[src/rtl/rails_feeder.sv]
// rails_feeder: buffers a host frame (header N, then N entries), streams it to the rails checker and reports its verdict.
// Optional macro RAILS_FEEDER_PERM_CHECK_EN rejects frames whose entries are not a permutation of 1..N.
module rails_feeder (
    input  logic       clk,
    input  logic       reset,
    input  logic       in_valid,
    input  logic [3:0] in_data,
    output logic       in_ready,
    output logic [3:0] out_data,
    input  logic       rails_valid,
    input  logic       rails_result,
    output logic       done,
    output logic       result,
    output logic       err
);

    localparam logic [3:0] MAX_N = 4'd10;

    typedef enum logic [2:0] {
        S_IDLE   = 3'd0,
        S_LOAD   = 3'd1,
        S_SEND   = 3'd2,
        S_WAIT   = 3'd3,
        S_REPORT = 3'd4
    } state_t;

    state_t     r_state;
    state_t     w_next;
    logic [3:0] r_n;
    logic [3:0] r_cnt;
    logic [3:0] r_idx;
    logic [3:0] r_buf [0:9];
    logic       r_in_ready;
    logic [3:0] r_out_data;
    logic       r_done;
    logic       r_result;
    logic       r_err;
    logic       w_accept;
    logic       w_last_entry;
    logic       w_frame_bad;
    logic       w_rep_err;
    logic       w_rep_result;
    logic [3:0] w_send_nib;
    logic [3:0] w_rd_idx;

`ifdef RAILS_FEEDER_PERM_CHECK_EN
    logic [15:0] r_seen;
    logic        r_bad;
    logic        w_entry_bad;

    assign w_entry_bad = (in_data == 4'd0) || (in_data > r_n) || r_seen[in_data];
    assign w_frame_bad = r_bad || w_entry_bad;
`else
    assign w_frame_bad = 1'b0;
`endif

    // in_ready is registered from the next state, so it is high exactly in IDLE and LOAD
    assign w_accept     = in_valid && r_in_ready;
    assign w_last_entry = (r_cnt == (r_n - 4'd1));
    assign w_rd_idx     = r_idx - 4'd1;

    // Next-state decode plus the report flags latched on entry to REPORT
    always_comb begin
        w_next       = r_state;
        w_rep_err    = 1'b0;
        w_rep_result = 1'b0;
        case (r_state)
            S_IDLE: begin
                if (w_accept && (in_data != 4'd0)) begin
                    if (in_data <= MAX_N) begin
                        w_next = S_LOAD;
                    end else begin
                        w_next    = S_REPORT;
                        w_rep_err = 1'b1;
                    end
                end else begin
                    w_next = S_IDLE;
                end
            end
            S_LOAD: begin
                if (w_accept && w_last_entry) begin
                    if (w_frame_bad) begin
                        w_next    = S_REPORT;
                        w_rep_err = 1'b1;
                    end else begin
                        w_next = S_SEND;
                    end
                end else begin
                    w_next = S_LOAD;
                end
            end
            S_SEND: begin
                if (r_idx == r_n) begin
                    w_next = S_WAIT;
                end else begin
                    w_next = S_SEND;
                end
            end
            S_WAIT: begin
                if (rails_valid) begin
                    w_next       = S_REPORT;
                    w_rep_result = rails_result;
                end else begin
                    w_next = S_WAIT;
                end
            end
            S_REPORT: begin
                w_next = S_IDLE;
            end
            default: begin
                w_next = S_IDLE;
            end
        endcase
    end

    // Nibble for the serial stream: header first, then the buffered entries
    always_comb begin
        w_send_nib = 4'd0;
        if (r_state == S_SEND) begin
            if (r_idx == 4'd0) begin
                w_send_nib = r_n;
            end else begin
                w_send_nib = r_buf[w_rd_idx];
            end
        end else begin
            w_send_nib = 4'd0;
        end
    end

    // State register
    always_ff @(posedge clk or posedge reset) begin
        if (reset) begin
            r_state <= S_IDLE;
        end else begin
            r_state <= w_next;
        end
    end

    // Frame length, load counter and send index
    always_ff @(posedge clk or posedge reset) begin
        if (reset) begin
            r_n   <= 4'd0;
            r_cnt <= 4'd0;
            r_idx <= 4'd0;
        end else begin
            case (r_state)
                S_IDLE: begin
                    if (w_accept) begin
                        r_n   <= in_data;
                        r_cnt <= 4'd0;
                    end
                end
                S_LOAD: begin
                    r_idx <= 4'd0;
                    if (w_accept) begin
                        r_cnt <= r_cnt + 4'd1;
                    end
                end
                S_SEND: begin
                    r_idx <= r_idx + 4'd1;
                end
                default: begin
                    r_idx <= r_idx;
                end
            endcase
        end
    end

    // Entry buffer, cleared on each new header and filled in arrival order
    always_ff @(posedge clk or posedge reset) begin
        if (reset) begin
            for (int i = 0; i < 10; i++) begin
                r_buf[i] <= 4'd0;
            end
        end else if ((r_state == S_IDLE) && w_accept && (in_data != 4'd0)) begin
            for (int i = 0; i < 10; i++) begin
                r_buf[i] <= 4'd0;
            end
        end else if ((r_state == S_LOAD) && w_accept) begin
            r_buf[r_cnt] <= in_data;
        end
    end

`ifdef RAILS_FEEDER_PERM_CHECK_EN
    // Seen-mask and sticky bad flag for the permutation check
    always_ff @(posedge clk or posedge reset) begin
        if (reset) begin
            r_seen <= 16'd0;
            r_bad  <= 1'b0;
        end else if ((r_state == S_IDLE) && w_accept) begin
            r_seen <= 16'd0;
            r_bad  <= 1'b0;
        end else if ((r_state == S_LOAD) && w_accept) begin
            r_seen[in_data] <= 1'b1;
            r_bad           <= w_frame_bad;
        end
    end
`endif

    // Registered outputs; out_data trails the state by one cycle
    always_ff @(posedge clk or posedge reset) begin
        if (reset) begin
            r_in_ready <= 1'b1;
            r_out_data <= 4'd0;
            r_done     <= 1'b0;
            r_result   <= 1'b0;
            r_err      <= 1'b0;
        end else begin
            r_in_ready <= (w_next == S_IDLE) || (w_next == S_LOAD);
            r_out_data <= w_send_nib;
            r_done     <= (w_next == S_REPORT);
            r_result   <= w_rep_result;
            r_err      <= w_rep_err;
        end
    end

    assign in_ready = r_in_ready;
    assign out_data = r_out_data;
    assign done     = r_done;
    assign result   = r_result;
    assign err      = r_err;

endmodule

[config.mk]
export PLATFORM = sky130hd
export DESIGN_NAME = rails_feeder
export DESIGN_NICKNAME = d
export VERILOG_FILES = /design/src/rtl/rails_feeder.sv
export SDC_FILE = /design/constraint.sdc
export NUM_CORES = 1
export LEC_CHECK = 0
export BUFFER_PORTS_ARGS = -buffer_cell sky130_fd_sc_hd__buf_4
export CORE_MARGIN = 2
export CORE_UTILIZATION = 55
export CTS_BUF_LIST = sky130_fd_sc_hd__clkbuf_4
export DETAILED_ROUTE_END_ITERATION = 10
export PLACE_DENSITY = 0.73
export SETUP_SLACK_MARGIN = 0.05
export SYNTH_ARGS = -nofsm -noshare
export SYNTH_HDL_FRONTEND = slang
export SYNTH_SLANG_ARGS = --single-unit
[constraint.sdc]
create_clock -name clk -period 3.35 [get_ports clk]
set_input_delay 0.1675 -clock clk [delete_from_list [all_inputs] [get_ports clk]]
set_output_delay 0.1675 -clock clk [all_outputs]
set_load 0.01 [all_outputs]
==> results.yml <==
critical_path:
  critPathMaxStageDelay_ns: 0.70
  endpoint_kind: "flip-flop"
  path_depth: 6
  cp_data_required_time_ns: 3.63
  cp.arrival_ns: 2.78
  cp-start-kind: "flip-flop"
  path_cells: "inv_1, ha_1, mux2_2, mux4_2, nand2_1, a31oi_1"
  slowest_stage: "ha_1"
  critPathLaunch: "r_idx[1]$_DFFE_PP0P_"
  path_delay_family: "multiplexers"
  r2r_cells: 6
  reg2reg_from: "r_idx[1]$_DFFE_PP0P_"
  critPathBufInv: 1
  worst-path-max-fanout: 17
  path_class: "reg -> reg"
floorplanning:
  core_um2: 6240
  fp.dieW_um: 83.8
  start_util_pct: 56.1
  rows: 29
  die_h_um: 83.8
  ios: 17
  die-area_um2: 7020
timing:
  drv_slew: 0
  fmax_ghz: 0.399
  slew_headroom_pct: 42.6
  final.period_utilization_pct: 74.8
  setup_viol: 0
  fin_skew_ns: 0.0147
  setup_tns_ns: 0
  setup_ws_ns: 0.843
  fin_crit_ns: 2.51
  hold_violations: 0
  grt_setup_unrepaired: "false"
  worstMarginPinSlew_ns: 0.856
placed_design:
  placed_cells: 421
  dp.final_hpwl_mm: 5.73
  port_buffers: 16
  pre_cts_ws_ns: 0.880
  gp_congestion: 0.825
yosys:
  synthCells: 347
  synth_nets: 363
  synth_ff_type: "dfrtp_1"
  synth_top_area_share_pct: 44.3
  syn_avg_cell_area_um2: 10.1
  yosysMostFrequentCell: "dfrtp_1"
  synth_common_cells: "dfrtp_1 (62), nand3_1 (44), nand2_1 (43), o21ai_0 (24), mux2_2 (16)"
  ys_warn_count: 0
  ys_seq_area_share_pct: 45.0
  ys_ff_latch: 63
  synth_area_um2: 3500
  netlist.top_cell.by_area: "dfrtp_1"
  synth_cell_types: 57
  synth-edff-count: 0
  ys_async_sr_fraction_pct: 100
  synth_area_leaders: "dfrtp_1 (44%), nand3_1 (6.3%), mux2_2 (5.1%)"
route:
  drc: 0
  first_iter_violations: 265
  drt-wirelength-per-cell_um: 18.8
  wl_mm: 8.23
  vias_per_cell: 6.27
  drtPass1Iterations: 5
  ant_nets: 0
  vias: 2748
clock_tree:
  clock_path_buffers: 2
  cts-root-buf: "clkbuf_4"
  clkLatencyLatePin_ns: 0.41
  cts_tree: "built"
  cts.repair.resized: 0
  clkSlewWorstSetupHoldPaths_ns: 0.11
  cts_hold_buf: 1
  clock-sinks: 63
  htree_levels: 3
  post_cts.repair.setup_buffers: 0
  numCtsBuffers: 9
layout:
  final_nets: 372
  fin_cells: 438
  area_growth_pct: 7.71
  final_util_pct: 60.5
  diodes: 0
  drive_gt1_share_pct: 20.8
hold_path:
  min_path_cells: 2
  min_from: "in_data[3]"
  worstHoldPathType: "in -> reg"
run:
  cap_violations: 0
global_routing:
  grt_usage_pct: 25.4
  grt_max_degree: 34
  globalRouteOverflowTotal: 0
  antenna_found_initial: 0
  grt_pass1_vias: 2782
  grt_pass1_wl_mm: 13.9
power_and_ir_drop:
  power_density_nw_per_um2: 666
  leakage_uw: 0.00174
  ir_drop_v: 0.000452
outcome:
  outcome: "complete, no violations"
-- final timing paths --
check	slack, ns	to
max reg2reg	0.84	out_data[0]$_DFF_PP0_
max in group asynchronous	2.04	in_ready$_DFF_PP1_
max	0.84	out_data[0]$_DFF_PP0_
min in group asynchronous	0.40	r_buf[29]$_DFFE_PP0P_
min	0.02	r_n[3]$_DFFE_PP0P_
min reg2reg	0.51	r_buf[1]$_DFFE_PP0P_
-- worst reg2reg max path, stage by stage, from the launching register on --
cell,delay (ns)
dfrtp_1,0.55
inv_1,0.10
ha_1,0.70
mux2_2,0.42
mux4_2,0.46
nand2_1,0.08
a31oi_1,0.08
-- logic make-up after synthesis --
group	after synthesis	synth area share, %
xor gates and xnor gates	11	2.75
DFF	63	45.0
buffers and inverters	34	4.64
adders and majority gates	7	2.50
AOI/OAI and AO/OA	58	11.1
and+or+nand+nor	142	21.9
muxes	32	12.0
-- cell usage in the layout (no fill, tap or decap), types with 5 or more instances in the layout --
| cell | n |
|---|---|
| nand3_1 | 44 |
| xor2_1 | 7 |
| a22o_1 | 5 |
| mux2_2 | 16 |
| o21ai_0 | 24 |
| mux2i_1 | 9 |
| mux4_2 | 6 |
| nand4_1 | 6 |
| nor2_1 | 8 |
| buf_4 | 21 |
| ha_1 | 7 |
| inv_1 | 9 |
| dfrtp_1 | 62 |
| nand2_1 | 43 |
| and2_1 | 5 |
| clkbuf_4 | 11 |
-- cell type report --
class	count	area [µm²]
well taps	77	96.3
fillers	522	2470
flip-flops and latches	63	1580
inverters	10	37.5
repair buffers	22	168
clock inverters	5	48.8
multi-input cells	250	1760
clock buffers	11	82.6
-- state kept, by name, summed over array words and instances, names as in the netlist --
name / count
out_data: 4
r_n: 4
r_buf: 40
err: 1
done: 1
r_idx: 4
in_ready: 1
r_cnt: 4
result: 1
r_state: 3
-- report_power, final --
group	internal, µW	switching, µW
registers	924	177
clock network	239	274
logic	357	542
-- through the flow --
step | power, µW | hold WS [ns] | cell area, µm²
after floorplan | 1760 | 0.311 | 3500
after global placement | 1980 | 0.305 | 3630
after detailed placement | 2000 | 0.304 | 3630
after CTS | 2510 | 0.000599 | 3770
after global routing | 2680 | 0.0213 | 3770
final | 2510 | 0.0213 | 3770
-- per-layer routing --
layer	track usage (%)	vias up	share of wire (%)
met5	0	-	0
met4	14.2	0	3.3
met3	3.17	22	4.9
met2	38.3	94	46
met1	35.7	1351	46
li1	-	1281	-
(Power assumes the default switching activity.)
